[src/rtl/squash_arbiter.sv]
// Squash arbiter: picks the oldest eligible squash request and
// emits a one-cycle redirect pulse. Younger squashes are filtered while ACTIVE.
module squash_arbiter #(
   parameter int p_seq_num_bits = 5,
   parameter int p_num_req      = 2
) (
   input  logic                                clk,
   input  logic                                rst,
   input  logic [p_num_req-1:0]                req_val,
   input  logic [p_num_req*p_seq_num_bits-1:0] req_seq_num,
   input  logic [p_num_req*32-1:0]             req_target,
   input  logic [p_seq_num_bits-1:0]           head_seq_num,
   input  logic                                commit_val,
   input  logic [p_seq_num_bits-1:0]           commit_seq_num,
   output logic                                squash_val,
   output logic [p_seq_num_bits-1:0]           squash_seq_num,
   output logic [31:0]                         squash_target,
   output logic                                busy
);

   localparam int W = p_seq_num_bits;

   typedef enum logic {IDLE, ACTIVE} state_t;

   state_t         state_q;
   logic [W-1:0]   active_seq_q;
   logic           squash_val_q;
   logic [W-1:0]   squash_seq_q;
   logic [31:0]    squash_tgt_q;
   logic           busy_q;

   logic           sel_found;
   logic [W-1:0]   sel_age;
   logic [W-1:0]   sel_seq;
   logic [31:0]    sel_tgt;
   logic [W-1:0]   active_age;
   logic [W-1:0]   req_seq;
   logic [W-1:0]   req_age;
   logic           elig;

   // Modular distance from head; wrap-around handled by W-bit subtraction.
   assign active_age = active_seq_q - head_seq_num;

   always_comb begin
      sel_found = 1'b0;
      sel_age   = '0;
      sel_seq   = '0;
      sel_tgt   = '0;
      req_seq   = '0;
      req_age   = '0;
      elig      = 1'b0;
      for (int i = 0; i < p_num_req; i++) begin
         req_seq = req_seq_num[i*W +: W];
         req_age = req_seq - head_seq_num;
         elig    = req_val[i] &&
                   ((state_q == IDLE) || (req_age < active_age));
         // Strict compare keeps the lowest index on ties.
         if (elig && (!sel_found || (req_age < sel_age))) begin
            sel_found = 1'b1;
            sel_age   = req_age;
            sel_seq   = req_seq;
            sel_tgt   = req_target[i*32 +: 32];
         end
      end
   end

   always_ff @(posedge clk) begin
      if (!rst) begin
         state_q      <= IDLE;
         active_seq_q <= '0;
         squash_val_q <= 1'b0;
         squash_seq_q <= '0;
         squash_tgt_q <= '0;
         busy_q       <= 1'b0;
      end else if (sel_found) begin
         state_q      <= ACTIVE;
         active_seq_q <= sel_seq;
         squash_val_q <= 1'b1;
         squash_seq_q <= sel_seq;
         squash_tgt_q <= sel_tgt;
         busy_q       <= 1'b1;
      end else begin
         squash_val_q <= 1'b0;
         if ((state_q == ACTIVE) && commit_val &&
             (commit_seq_num == active_seq_q)) begin
            state_q <= IDLE;
            busy_q  <= 1'b0;
         end
      end
   end

   assign squash_val     = squash_val_q;
   assign squash_seq_num = squash_seq_q;
   assign squash_target  = squash_tgt_q;
   assign busy           = busy_q;

endmodule

[config.mk]
export PLATFORM = sky130hd
export DESIGN_NAME = squash_arbiter
export DESIGN_NICKNAME = d
export VERILOG_FILES = /design/src/rtl/squash_arbiter.sv
export SDC_FILE = /design/constraint.sdc
export NUM_CORES = 1
export LEC_CHECK = 0
export BUFFER_PORTS_ARGS = -buffer_cell sky130_fd_sc_hd__clkbuf_2
export CAP_MARGIN = 20
export CORE_MARGIN = 4
export CORE_UTILIZATION = 52
export DETAILED_ROUTE_END_ITERATION = 7
export PLACE_DENSITY = 0.85
export SKIP_LAST_GASP = 1
export SYNTH_ARGS = -nofsm -noshare
export SYNTH_HDL_FRONTEND = slang
export SYNTH_SLANG_ARGS = --single-unit
[constraint.sdc]
create_clock -name clk -period 8.9 [get_ports clk]
set_input_delay 0.89 -clock clk [delete_from_list [all_inputs] [get_ports clk]]
set_output_delay 0.89 -clock clk [all_outputs]
set_load 0.005 [all_outputs]
==> parameters.txt <==
Parameter                              Value

Synth
  Async set or reset register ratio after synthesis    0%
  Number of synthesized flops with an enable pin    0
  Average cell area after synthesis    9.02 um^2
  Register bit count reported by yosys    39
  Gate count of the mapped netlist    317
  Synthesis Warnings    0
  Most common flop cell mapped by yosys    sky130_fd_sc_hd__dfxtp_1
  Post-Synthesis Net Count    431
  Distinct cells, synth    29
  Sequential fraction of the synthesis area    27.3%
  Post-synth design cell area    2860 um^2

Route
  First-pass iteration count of the detailed router    4
  Total met2 wirelength after detailed routing    approximately 3.6 mm
  Total length of routed met3 wires    about 490 um
  Detailed-route vias per instance    5.51
  Remaining DRCs    0
  Vias after detailed routing    roughly 2700
  Detailed Route Iter0 Violations    ~160
  Antenna-violating nets left    0
  Total wirelength of the detailed-routed design    7.61 mm
  Wire length the detailed router placed on met1    roughly 3.4 mm
  Mean routed wirelength per cell    15.3 um
  Highest metal used    met4

Power and ir drop
  Cell area power density    346 nW/um^2
  Static leakage    about 1.7 nW
  Worst VDD drop    0.341 mV

Clock network
  Number of sinks on the clock net    39
  Setup Fix Bufs, Post-CTS    0
  Max H-tree Level    2
  Root buffer cell    sky130_fd_sc_hd__clkbuf_8
  Count of hold buffers inserted by post-cts repair    0
  Worst-case clock buffer depth    2
  Number of buffers added by the clock tree synthesis step    5
  Clock-pin transition on the worst setup and hold timing paths    80 ps
  Worst-skew pair later-pin latency    290 ps
  TritonCTS clock tree    done
  Resized cells post-CTS    0

Final layout
  Net count of the finished layout    540
  Area growth from synthesis to layout    25.7%
  Fill cell instance count of the final layout    443
  Antenna diodes    0
  Share of cells above drive strength 1    40.5%

Timing
  Upper clock frequency limit    around 0.18 GHz
  Period Utilization, post-route    61.2%
  Max-slew violation count    0
  Final Critical Period    approximately 5500 ps
  Total negative slack    0 ps
  Unrepaired setup endpoints after global routing    false
  Tightest Pin Transition    1090 ps
  Slew Limit Headroom    27.2%
  Final Hold Vio Count    0
  Final setup viols    0
  Setup Skew    about 10 ps
  Final worst hold slack    around 520 ps

Setup path
  Crit-path max cell delay    840 ps
  Capturing point of the worst reg2reg path    squash_target[8]$_SDFFE_PN0P_
  Standard cell with the maximum stage delay on the critical path    sky130_fd_sc_hd__o21ai_4
  Critical setup path kind    in2reg
  Critical-path cell list    clkbuf_2 -> inv_1 -> ha_1 -> inv_1 -> fa_1 -> ha_1 -> a21o_1 -> a21o_1 -> maj3_2 -> o21ai_4 -> nand2_1 -> ha_1 -> a21oi_1 -> nor2b_1 -> o21ai_0 -> o2bb2ai_2 -> o21a_2 -> a211oi_1
  Worst path most repeated cell    sky130_fd_sc_hd__ha_1
  Req. time, crit path    9030 ps
  Max FO, Critical Path    42
  Startpoint types    input port
  Type of element capturing the critical path    flip-flop
  Worst R2R Setup Slack    3770 ps
  Reg-to-reg critical path startpoint    squash_seq_num[0]$_SDFFE_PN0P_
  Cell depth of the worst flop-to-flop path    18
  Data arrival time of the critical path    5580 ps

Global routing
  Via count of the first global-routing pass    2712
  Grt total ovfl    0
  Number of antenna violations at the first check in global routing    0
  Global-route wire length before repair    12.4 mm
  Largest net degree at the start of global routing    between 70 and 80
  Global router's overall resource usage    23.2%

Min path
  Cell count of the worst hold path    2
  Hold Path Origin    busy$_SDFFE_PN0P_
  Hold endpoint    busy$_SDFFE_PN0P_
  HP Class    reg2reg

Die
  Core Box Area    approximately 5200 um^2
  Floorplan die area    6750 um^2
  Number of rows created at floorplan    26
  I/O pins    128
  Initial core utilization    54.9%
  Die X-Extent    ~82 um
  Die Span Y    82.2 um

Flow run
  Max cap viols    0

Place
  Number of port buffers    127
  Global placement routability congestion    0.871
  HPWL after detailed placement    between 5 and 6 mm

Status
  Status    finished, final reports clean
layout by cell type, fill, tap and decap left out, drive strengths merged, types with 7 or more instances in the layout:
cell type	instances
clkbuf	133
dfxtp	39
ha	22
nand2	9
xnor2	12
o21ai	7
a211oi	75
a21oi	8
inv	46
o31ai	37
synthesized netlist by cell type, types with 2 or more instances:
master	instances	share of area (%)
sky130_fd_sc_hd__o31ai_1	37	9.7
sky130_fd_sc_hd__xnor2_1	12	3.7
sky130_fd_sc_hd__buf_2	8	1.4
sky130_fd_sc_hd__ha_1	22	9.6
sky130_fd_sc_hd__nor2_1	4	0.53
sky130_fd_sc_hd__dfxtp_1	39	27
sky130_fd_sc_hd__a211oi_1	45	12
sky130_fd_sc_hd__a21o_1	5	1.3
sky130_fd_sc_hd__nor2b_1	3	0.66
sky130_fd_sc_hd__nand2_1	9	1.2
sky130_fd_sc_hd__fa_1	3	2.1
sky130_fd_sc_hd__o21a_1	2	0.53
sky130_fd_sc_hd__buf_6	4	1.6
sky130_fd_sc_hd__clkbuf_1	16	2.1
sky130_fd_sc_hd__xor2_1	5	1.5
sky130_fd_sc_hd__inv_1	46	6.0
sky130_fd_sc_hd__a21oi_1	8	1.4
sky130_fd_sc_hd__a211oi_2	30	13
sky130_fd_sc_hd__o21ai_0	5	0.88
sky130_fd_sc_hd__nand2b_1	5	1.1
worst max-delay path: cells and delay by family:
kind                     cells  cell delay (ps)
adder cells (fa/ha/maj)      5             1600
AND/OR/NAND/NOR              2              180
AO/OA/AOI/OAI                8             2660
buffers and inverters        3              210
flip-flops by register name, summed over array words and instances, names as in the netlist:
| register | flops |
|---|---|
| busy | 1 |
| squash_target | 32 |
| squash_val | 1 |
| squash_seq_num | 5 |
cells by family after synthesis:
logic type | share of synthesized area [%]
fa+ha+maj | 12.1
xor+xnor | 5.21
buf+inv | 11.1
compound gates | 40.1
simple gates | 4.11
flops | 27.3
power breakdown:
part           leakage, nW  internal, W  switching, W
clock network       0.0612    0.0000908     0.0000619
logic                 1.34     0.000291      0.000494
registers            0.326     0.000253     0.0000542
worst max path at each step:
| stage | startpoint | endpoint | slack (ps) | depth (start not counted) |
|---|---|---|---|---|
| after global placement | req_seq_num[0] | squash_target[11]$_SDFFE_PN0P_ | 3200 | 18 |
| after floorplan | req_seq_num[0] | squash_seq_num[0]$_SDFFE_PN0P_ | 4150 | 20 |
| after detailed placement | req_seq_num[0] | squash_target[7]$_SDFFE_PN0P_ | 3150 | 18 |
| after global routing | req_seq_num[0] | squash_target[7]$_SDFFE_PN0P_ | 3120 | 19 |
| after CTS | req_seq_num[0] | squash_target[8]$_SDFFE_PN0P_ | 3430 | 18 |
| final | req_seq_num[0] | squash_target[8]$_SDFFE_PN0P_ | 3450 | 18 |
per-layer routing:
layer	track usage [%]	vias up
met5	0	-
met2	39.5	80
met4	7.31	0
met3	5.21	11
li1	-	1386
met1	29.1	1263
final cells by class:
cell class              instances  area (um^2)  share of cell area (%)
clock buffers                   6         82.6                    2.30
multi-input cells             204         1780                    49.4
clock inverters                 2         35.0                   0.975
repair buffers                130          658                    18.3
well taps                      70         87.6                    2.44
flip-flops and latches         39          781                    21.7
inverters                      46          173                    4.81
through the flow:
stage | setup WS [ps] | instance area (um^2) | std cells | util, % | power, W
6_report | 3450 | 3590 | 497 | 69.0 | 0.00124
5_1_grt | 3120 | 3590 | 497 | 69.0 | 0.00135
4_1_cts | 3430 | 3590 | 497 | 69.0 | 0.00125
3_5_place_dp | 3150 | 3480 | 489 | 66.8 | 0.00109
3_3_place_gp | 3200 | 3480 | 489 | 66.8 | 0.00108
2_1_floorplan | 4150 | 2860 | 317 | - | 0.000913
No activity file was read; power rests on OpenSTA's default activity.
